File: config.mk
export PLATFORM = sky130hd
export DESIGN_NAME = fifo_burst_reader_flat
export DESIGN_NICKNAME = d
export VERILOG_FILES = /design/src/rtl/fifo_burst_reader_pkg.sv /design/src/rtl/fifo_burst_reader_if.sv /design/src/rtl/fifo_burst_reader_skid_buf.sv /design/src/rtl/fifo_burst_reader.sv /design/src/flat_wrapper.sv
export SDC_FILE = /design/constraint.sdc
export NUM_CORES = 1
export LEC_CHECK = 0
export CORE_ASPECT_RATIO = 0.7
export CORE_UTILIZATION = 46
export CTS_BUF_LIST = sky130_fd_sc_hd__clkbuf_16
export CTS_CLUSTER_SIZE = 10
export DETAILED_ROUTE_END_ITERATION = 10
export PLACE_DENSITY = 0.75
export SETUP_SLACK_MARGIN = 0.15
export SLEW_MARGIN = 40
export SYNTH_ARGS = -nofsm -noshare
export SYNTH_HDL_FRONTEND = slang
export SYNTH_HIERARCHICAL = 1
export SYNTH_SLANG_ARGS = --single-unit
File: constraint.sdc
create_clock -name clk -period 2.1 [get_ports clk]
set_input_delay 0.42 -clock clk [delete_from_list [all_inputs] [get_ports clk]]
set_output_delay 0.42 -clock clk [all_outputs]
set_load 0.005 [all_outputs]
File: src/rtl/fifo_burst_reader_pkg.sv
// fifo_burst_reader_pkg: shared FSM encoding and defaults
// for the FIFO burst reader slice.
package fifo_burst_reader_pkg;

  typedef enum logic [1:0] {
    IDLE  = 2'd0,
    RUN   = 2'd1,
    FLUSH = 2'd2
  } state_t;

  localparam int DEF_DATA_W  = 8;
  localparam int BURST_CNT_W = 16;

endpackage

File: src/rtl/fifo_burst_reader_if.sv
// fifo_burst_reader_if: valid/ready stream with a last tag.
// master drives out_data/out_valid/out_last, slave drives out_ready.
interface fifo_burst_reader_if #(
  parameter int DATA_W = 8
);

  logic [DATA_W-1:0] out_data;
  logic              out_valid;
  logic              out_ready;
  logic              out_last;

  modport master (
    output out_data,
    output out_valid,
    output out_last,
    input  out_ready
  );

  modport slave (
    input  out_data,
    input  out_valid,
    input  out_last,
    output out_ready
  );

endinterface

File: src/rtl/fifo_burst_reader_skid_buf.sv
// fifo_burst_reader_skid_buf: 2-entry in-order buffer.
// Ports: push/din write the tail, pop drops head, occ = entries.
module fifo_burst_reader_skid_buf #(
  parameter int W = 9
) (
  input  logic         clk,
  input  logic         rst,
  input  logic         push,
  input  logic [W-1:0] din,
  input  logic         pop,
  output logic [W-1:0] head,
  output logic [1:0]   occ
);

  logic [W-1:0] ent0_q;
  logic [W-1:0] ent1_q;
  logic [1:0]   occ_q;

  always_ff @(posedge clk or negedge rst) begin
    if (!rst) begin
      ent0_q <= '0;
      ent1_q <= '0;
      occ_q  <= 2'd0;
    end else begin
      unique case (1'b1)
        push && !pop: begin
          if (occ_q == 2'd0) ent0_q <= din;
          else               ent1_q <= din;
          occ_q <= occ_q + 2'd1;
        end
        !push && pop: begin
          ent0_q <= ent1_q;
          occ_q  <= occ_q - 2'd1;
        end
        push && pop: begin
          if (occ_q == 2'd2) begin
            ent0_q <= ent1_q;
            ent1_q <= din;
          end else begin
            ent0_q <= din;
          end
        end
        default: ;
      endcase
    end
  end

  assign head = ent0_q;
  assign occ  = occ_q;

  a_no_overflow: assert property (
    @(posedge clk) disable iff (!rst)
    !(push && !pop && occ_q == 2'd2)
  );

  a_no_underflow: assert property (
    @(posedge clk) disable iff (!rst)
    !(pop && occ_q == 2'd0)
  );

endmodule

File: src/rtl/fifo_burst_reader.sv
// fifo_burst_reader: drains a FIFO (re/empty/half/data) and re-presents
// the words on strm as BURST_LEN-word bursts; busy, burst_cnt status.
module fifo_burst_reader
  import fifo_burst_reader_pkg::*;
#(
  parameter int DATA_W        = DEF_DATA_W,
  parameter int BURST_LEN     = 4,
  parameter bit START_ON_HALF = 1'b0
) (
  input  logic                   clk,
  input  logic                   rst,
  input  logic                   en,
  input  logic                   fifo_empty,
  input  logic                   fifo_half,
  input  logic [DATA_W-1:0]      fifo_data,
  output logic                   fifo_re,
  fifo_burst_reader_if.master    strm,
  output logic                   busy,
  output logic [BURST_CNT_W-1:0] burst_cnt
);

  localparam int CW = $clog2(BURST_LEN + 1);
  localparam logic [CW:0]   BL_W   = (CW+1)'(BURST_LEN);
  localparam logic [CW-1:0] LAST_I = CW'(BURST_LEN - 1);

  state_t state_q, state_d;
  logic [CW-1:0] issued_q, issued_d;
  logic          re_q, re_d;
  logic [BURST_CNT_W-1:0] bcnt_q;

  logic [1:0]        occ;
  logic [DATA_W:0]   head;
  logic              pop;
  logic              start;
  logic              room;
  logic [2:0]        lvl;
  logic              push_last;

  // The registered strobe is masked by empty so a request that
  // outlived the last FIFO word never reaches the FIFO; issued
  // counts completed reads only.
  assign fifo_re   = re_q & ~fifo_empty;
  assign pop       = strm.out_valid & strm.out_ready;
  assign start     = START_ON_HALF ? fifo_half : ~fifo_empty;
  assign lvl       = 3'(occ) + 3'(re_q) - 3'(pop);
  assign room      = lvl <= 3'd1;
  assign push_last = issued_q == LAST_I;

  always_ff @(posedge clk or negedge rst) begin
    if (!rst) begin
      state_q  <= IDLE;
      issued_q <= '0;
      re_q     <= 1'b0;
      bcnt_q   <= '0;
    end else begin
      state_q  <= state_d;
      issued_q <= issued_d;
      re_q     <= re_d;
      if (state_q == FLUSH && pop && strm.out_last)
        bcnt_q <= bcnt_q + 1'b1;
    end
  end

  always_comb begin
    state_d  = state_q;
    issued_d = issued_q;
    re_d     = 1'b0;
    unique case (state_q)
      IDLE: begin
        if (en && start) begin
          state_d  = RUN;
          issued_d = '0;
        end
      end
      RUN: begin
        re_d = ~fifo_empty && room &&
               ((CW+1)'(issued_q) + (CW+1)'(re_q) < BL_W);
        if (fifo_re) begin
          issued_d = issued_q + 1'b1;
          if (push_last) state_d = FLUSH;
        end
      end
      FLUSH: begin
        if (pop && strm.out_last) state_d = IDLE;
      end
      default: state_d = IDLE;
    endcase
  end

  fifo_burst_reader_skid_buf #(
    .W (DATA_W + 1)
  ) u_skid (
    .clk  (clk),
    .rst  (rst),
    .push (fifo_re),
    .din  ({push_last, fifo_data}),
    .pop  (pop),
    .head (head),
    .occ  (occ)
  );

  assign strm.out_data  = head[DATA_W-1:0];
  assign strm.out_last  = head[DATA_W];
  assign strm.out_valid = occ != 2'd0;
  assign busy           = state_q != IDLE;
  assign burst_cnt      = bcnt_q;

  a_re_not_empty: assert property (
    @(posedge clk) disable iff (!rst)
    !(fifo_re && fifo_empty)
  );

endmodule

File: src/flat_wrapper.sv
// flat-port wrapper written by rule: the top's interface ports become plain ports
module fifo_burst_reader_flat import fifo_burst_reader_pkg::*;
#(
  parameter int DATA_W        = DEF_DATA_W,
  parameter int BURST_LEN     = 4,
  parameter bit START_ON_HALF = 1'b0
)
  (clk, rst, en, fifo_empty, fifo_half, fifo_data, fifo_re, busy, burst_cnt, strm_out_data, strm_out_valid, strm_out_last, strm_out_ready);
  fifo_burst_reader_if #(.DATA_W(DATA_W)) strm_i ();
  input  logic clk;
  input  logic rst;
  input  logic en;
  input  logic fifo_empty;
  input  logic fifo_half;
  input  logic [DATA_W-1:0] fifo_data;
  output logic fifo_re;
  output logic busy;
  output logic [BURST_CNT_W-1:0] burst_cnt;
  output wire logic [$bits(strm_i.out_data)-1:0] strm_out_data;
  output wire logic [$bits(strm_i.out_valid)-1:0] strm_out_valid;
  output wire logic [$bits(strm_i.out_last)-1:0] strm_out_last;
  input wire logic [$bits(strm_i.out_ready)-1:0] strm_out_ready;
  assign strm_out_data = strm_i.out_data;
  assign strm_out_valid = strm_i.out_valid;
  assign strm_out_last = strm_i.out_last;
  assign strm_i.out_ready = strm_out_ready;
  fifo_burst_reader #(.DATA_W(DATA_W), .BURST_LEN(BURST_LEN), .START_ON_HALF(START_ON_HALF)) u_core (.clk(clk), .rst(rst), .en(en), .fifo_empty(fifo_empty), .fifo_half(fifo_half), .fifo_data(fifo_data), .fifo_re(fifo_re), .strm(strm_i), .busy(busy), .burst_cnt(burst_cnt));
endmodule
# Word-level counts from Yosys, hierarchy flattened
# Index checks and enable logic that the tools add are counted.
# W data, S select, Z words.
[word_totals]
ff_bits = 42
in_bits = 14
out_inout_bits = 28
wordCells = 69
[op_classes]
addsub = 7
magnitude_cmp = 2
eq_ne = 11
mux = 16
bitwise_logic = 3
reduce_logical = 23
[op_table]
columns = ["operator", "count"]
rows = [
  ["$mux W9", 4],
  ["$pmux W9 S3", 1],
  ["$pmux W9 S2", 1],
  ["$add A16 B1 Y16 const B", 1],
  ["$reduce_bool A2 Y1", 5],
  ["$logic_and A1 B1 Y1", 9],
  ["$mux W2", 4],
  ["$ne A2 B1 Y1 const B", 4],
  ["$mux W3", 2],
  ["$ne A2 B2 Y1 const B", 3],
  ["$pmux W2 S3", 1],
  ["$pmux W3 S2", 1],
  ["$reduce_and A3 Y1", 2],
  ["$add A3 B1 Y4", 1],
  ["$eq A2 B2 Y1 const B", 2],
  ["$logic_not A2 Y1", 2],
  ["$lt A4 B3 Y1 const B", 1],
  ["$pmux W2 S2", 1],
  ["$reduce_and A4 Y1", 1],
  ["$add A2 B1 Y3", 1],
  ["$add A3 B1 Y3 const B", 1],
  ["$eq A3 B2 Y1 const B", 1],
  ["$le A3 B1 Y1 const B", 1],
  ["$reduce_bool A3 Y1", 1],
  ["9 further kinds", 11],
]

# Longest topological paths before layout
[depth]
depth_word = 7
mapped_depth = 8
mapped_depth_nobuf = 8

# By module
# Netlist, hierarchy kept.
[modules_own_cells]
columns = ["mod", "instances", "cells_per_inst", "area_each_um2", "seq_area_each_um2"]
rows = [
  ["fifo_burst_reader", 1, 106, 1163.6, 550.5],
  ["fifo_burst_reader_skid_buf", 1, 89, 975.9, 500.5],
]

# Worst setup path before layout
# Ideal clock, no wire load.
[synth_path]
path_type = "register -> register"
startpoint = "reg u_core.u_skid.occ_q[1] (netlist: u_core/u_skid/occ[1])"
endpoint = "reg u_core.re_q"
setup_ps = 99
arrival_ps = 1887
required_time_ps = 2001
setup_slack_ps = 114
path_stages_with_launch = 8
path_buffers = 0
period_less_slack_ps = 1986
path_cell_list = "dfrtp_1 nor3b_1 a21o_1 ha_1 inv_1 fa_1 nand4_1 a311oi_1"
[synth_between]
elab_chain_len = 7
elab_cells_between_ends = 8
classes_between = "2 x add/sub; 1 x order compare; 1 x mux; 1 x bitwise; 3 x reduce/logical"
[synth_lines]
columns = ["element", "line", "rtl"]
rows = [
  ["start: declaration", "fifo_burst_reader_skid_buf.sv:17", "logic [1:0] occ_q;"],
  ["start signal: assignment", "fifo_burst_reader_skid_buf.sv:29", "occ_q <= occ_q + 2'd1;"],
  ["start signal: assignment", "fifo_burst_reader_skid_buf.sv:33", "occ_q <= occ_q - 2'd1;"],
  ["branches (longest 2 deep; another with $add A2 B1 Y3)", "n/a", ""],
  ["$sub A3 B1 Y3 (*)", "fifo_burst_reader.sv:45", "assign lvl = 3'(occ) + 3'(re_q) - 3'(pop);"],
  ["$le A3 B1 Y1 (*)", "fifo_burst_reader.sv:46", "assign room = lvl <= 3'd1;"],
  ["$logic_and A1 B1 Y1 (*) (2 in series)", "fifo_burst_reader.sv:76", "re_d = ~fifo_empty && room &&"],
  ["$mux W1 (*)", "fifo_burst_reader.sv:68", "unique case (state_q)"],
  ["named net u_core.re_d", "fifo_burst_reader.sv:28", "logic re_q, re_d;"],
  ["end signal: assignment", "fifo_burst_reader.sv:58", "re_q <= re_d;"],
  ["end: declaration", "fifo_burst_reader.sv:28", ""],
]
# Mark *: on every way through the listed nets, which the timed path passes.
# A chain may end at the register's enable or synchronous reset.

# Worst setup path after layout
[layout_path]
startpoint = "reg u_core.u_skid.occ_q[0] (netlist: u_core/u_skid/occ[0])"
endpoint = "reg u_core.u_skid.ent1_q[5]"
[layout_between]
elab_chain_len = 6
elab_cells_between_ends = 12
classes_between = "3 x eq/ne; 1 x mux; 1 x bitwise; 7 x reduce/logical"
[layout_lines]
columns = ["element", "line", "rtl"]
rows = [
  ["$reduce_bool A2 Y1 (*)", "fifo_burst_reader.sv:104", "assign strm.out_valid = occ != 2'd0;"],
  ["$and A1 B1 Y1 (*)", "fifo_burst_reader.sv:43", "assign pop = strm.out_valid & strm.out_ready;"],
  ["named net u_core.pop", "fifo_burst_reader.sv:33", "logic pop;"],
  ["$logic_not A1 Y1", "fifo_burst_reader_skid_buf.sv:26", "push && !pop: begin"],
  ["$logic_and A1 B1 Y1", "fifo_burst_reader_skid_buf.sv:26", ""],
  ["$ne A2 B2 Y1 (no line) or $reduce_bool A2 Y1 (tied branches)", "n/a", ""],
  ["$reduce_and A3 Y1 (no line)", "n/a", ""],
  ["end signal: assignment", "fifo_burst_reader_skid_buf.sv:28", "else ent1_q <= din;"],
  ["end signal: assignment", "fifo_burst_reader_skid_buf.sv:38", "ent1_q <= din;"],
  ["end: declaration", "fifo_burst_reader_skid_buf.sv:16", "logic [W-1:0] ent1_q;"],
]
# The timed path passes the listed nets; every way through them passes the cells marked *.

==> results.md <==
* Cells after Synth at 195
* Arr. time, crit path at 2.12 ns
* Clock buffer depth at 2
* Synth Flop Type: dfrtp_1
* Synth area leaders: dfrtp_1, mux2_2, ha_1
* Crit Path Class: register to register
* Vias at 1814
* Mux share of post-synthesis cell area at 0.0620
* Pins Over Slew Limit at 0
* Static leakage at 1.40 nW
* Initial DRC count at 86
* Largest area contributor in the netlist: dfrtp_1
* CTS clk-pin slew, worst paths at 0.06 ns
* Placed cell count at 305
* Post-route clock skew at 0.00357 ns
* Worst setup margin at 0.138 ns
* Sequential fraction of the synthesis area at 0.491
* GRT met3 Usage at 0.0627
* R2R Path End: u_core/u_skid/ent1_q[5]
* GRT Total Usage at 0.207
* Period utilization at 0.934
* Number of fill cells at 319
* CTS tree: done
* Die height at 59.1 um
* Antenna violations before repair at 0
* Synth Area in Adders at 0.0561
* Switching pwr at 0.00113 W
* PwrDens at 1140 nW/um^2
* CTS sink count at 42
* Max-Cap Viols at 0
* Hold violation total from the final report at 0
* Antenna fix cells at 0
* Power share of the combinational group at 0.454
* RSZ-0062 raised after global routing: yes
* Share of the synthesized area in the top cell type at 0.491
* Post-Layout Cell Count at 326
* Peak VDD IR at 0.731 mV
* Flop pwr share at 0.342
* Avg WL per Cell at 15.7 um
* Chip width at 83.5 um
* Gpl congestion at 0.802
* Syn Area/Cell at 11.0 sq um
* Synth-to-Final Area Change at 44.9%
* Htree depth at 2
* Post-DRT Antenna Nets at 0
* Fin area at 3100 sq um
* Pre-antenna DRT Iters at 4
* Switch share at 0.319
* Num CTS Buffers at 5
* Post-placement cell area at 2770 sq um
* Worst endpoint required time at 2.26 ns
* Crit Path Max Fanout at 4
* First-pass GRT wire length at 7850 um
* Clock network power share at 0.203
* Max transition margin at 0.535
* Root Buffer: clkbuf_16
* # IOs at 42
* Die ar. at 4930 sq um
* Yosys cell types at 43
* Multi-input logic area at 1060 sq um
* Final setup viols at 0
* Internal Power at 0.00241 W
* Yosys warning count at 6
* Async SR Flop Fraction at 1.00
* #FFs+latches synth at 42
* Vias/cell at 5.56
* R2R setup slack at 0.14 ns
* Wirelength, routed at 5120 um
* Achievable Freq at 510 MHz
* Core Region at 4400 sq um
* WHS at 0.181 ns
* Worst setup EP type: register
* Synth Cell Area at 2140 sq um
* Met2 usage at 0.327
* Area share of and/or/nand/nor cells after synthesis at 0.158
* Largest family of logic cells by synthesized area: simple AND/OR/NAND/NOR gates
* I/O Buffers at 40
* Area fraction in compound gates after synthesis at 0.112
* Vias in the first global route at 1658
* Worst hold path type: input pin to asynchronous set/reset pin
* Largest net degree at the start of global routing at 33
* Status: finished clean
* Minimum clock period at 1.96 ns
* Share of layout cells above drive strength 1 at 0.266
* DRC Markers at 0
* Slew @ Worst Pin at 0.698 ns
* Post-DP HPWL at 3280 um
* Reg2Reg Depth at 8
* Gr busiest metal: met2
* Starting density of the core at 0.486
* Worst r2r src: u_core/u_skid/occ[0]
* Layout Utilization at 0.704
* Gr ovfl total at 0
* Dpl ws at -0.310 ns
* Worst-skew pair later-pin latency at 0.28 ns
* Post-synthesis xor/xnor area fraction at 0.0778
* CP Launch Type: register
* Number of flops mapped to enable cells by yosys at 0
* Sequential Area at 1050 sq um
* Std-Cell Rows at 20
* GR Util met1 at 0.278
* Final nets at 293
* Syn Nets at 218
==> stage by stage <==
| stage | TNS (ns) | power [W] |
|---|---|---|
| 4_1_cts | 0 | 0.00336 |
| 3_3_place_gp | -2.80 | 0.00247 |
| 5_1_grt | 0 | 0.00375 |
| 6_report | 0 | 0.00355 |
| 3_5_place_dp | -3.68 | 0.00251 |
| 2_1_floorplan | 0 | 0.00190 |
==> power by group through the flow <==
stage	registers, W	logic (W)	clock network [W]
finish	0.00121	0.00161	0.000721
global route	0.00124	0.00174	0.000775
CTS	0.00122	0.00142	0.000730
detailed placement	0.00123	0.00129	0
global placement	0.00122	0.00124	0
floorplan	0.00122	0.000682	0
==> worst max-delay path by stage <==
stage	startpoint	end	slack [ns]	depth (start not counted)
floorplan	u_core/u_skid/occ[1]	u_core/u_skid/ent1_q[0]	0.19	6
global placement	strm_out_ready	u_core/re_q	-0.24	9
detailed placement	strm_out_ready	u_core/re_q	-0.31	9
CTS	u_core/u_skid/occ[0]	u_core/u_skid/ent1_q[8]	0.12	7
global route	u_core/u_skid/occ[1]	u_core/re_q	0.04	8
finish	u_core/u_skid/occ[0]	u_core/u_skid/ent1_q[5]	0.14	8
==> worst max-delay path, cell delays in order (launching register included) <==
cell and delay, ns:
dfrtp_1 0.38, buf_6 0.13, o21a_4 0.22, ha_4 0.17, buf_6 0.11, a211oi_4 0.25
buf_6 0.15, buf_16 0.11, mux2_2 0.32
==> cell families after synthesis <==
kind of cell / Yosys count
AND/OR/NAND/NOR: 54
adder cells (fa/ha/maj): 9
flip-flops: 42
buffers and inverters: 21
XOR/XNOR: 19
AO/OA/AOI/OAI: 38
multiplexers: 12
==> synthesized netlist by cell type (2+ instances only) <==
master / number
or2_2: 2
mux2i_1: 2
a31oi_1: 9
clkbuf_1: 4
nand3b_1: 3
nand4_1: 6
nor2b_1: 2
nor2_1: 6
nor3b_1: 2
a311oi_1: 2
o21ai_0: 10
xor2_1: 11
nand2_1: 5
mux2_2: 10
nor3_1: 5
ha_1: 8
inv_1: 12
nand3_1: 13
nor4_4: 2
xnor2_1: 8
dfrtp_1: 42
a21oi_1: 10
==> sequential cells by signal, indices dropped and copies added, names as in the netlist <==
signal,flops
u_core/re_q,1
u_core/u_skid/head,9
u_core/issued_q,3
u_core/u_skid/occ,2
u_core/burst_cnt,16
u_core/u_skid/ent1_q,9
u_core/state_q,2
==> routing by layer <==
layer	vias to the layer above	share of wire
li1	844	-
met1	897	0.47
met2	65	0.47
met3	8	0.053
met4	0	0.0092
met5	-	0
==> layout by cell type (no fill, tap or decap), types with 2 or more instances in the layout <==
cell type / Yosys / routed
dfrtp_1: 42 / 39
clkdlybuf4s50_1: 0 / 36
buf_4: 1 / 28
nand3_1: 13 / 13
inv_1: 12 / 12
xor2_1: 11 / 11
a21oi_1: 10 / 10
o21ai_0: 10 / 10
a31oi_1: 9 / 9
xnor2_1: 8 / 8
mux2_4: 0 / 8
nor2_1: 6 / 6
nand4_1: 6 / 6
ha_1: 8 / 6
clkbuf_16: 0 / 5
nor3_1: 5 / 5
nand2_1: 5 / 5
buf_6: 1 / 4
nand3b_1: 3 / 3
dfrtp_2: 0 / 3
clkinv_1: 1 / 2
or2_2: 2 / 2
a311oi_1: 2 / 2
mux2i_1: 2 / 2
nor4_4: 2 / 2
mux2_2: 10 / 2
buf_12: 0 / 2
==> layout make-up <==
class	instances	area share
multi-input cells	132	0.343
flip-flops and latches	42	0.340
repair buffers	76	0.234
clock buffers	5	0.0404
clock inverters	3	0.00404
well taps	55	0.0222
inverters	13	0.0157
==> what timing repair did <==
action | CTS | global route
gates resized for setup | 14 | 15
hold buffers | 0 | 0
pin swaps | 1 | 4
gates cloned | 1 | 0
setup endpoints to repair | 14 | 21
buffers inserted | 4 | 8
Power figures use the tool's default switching activity.
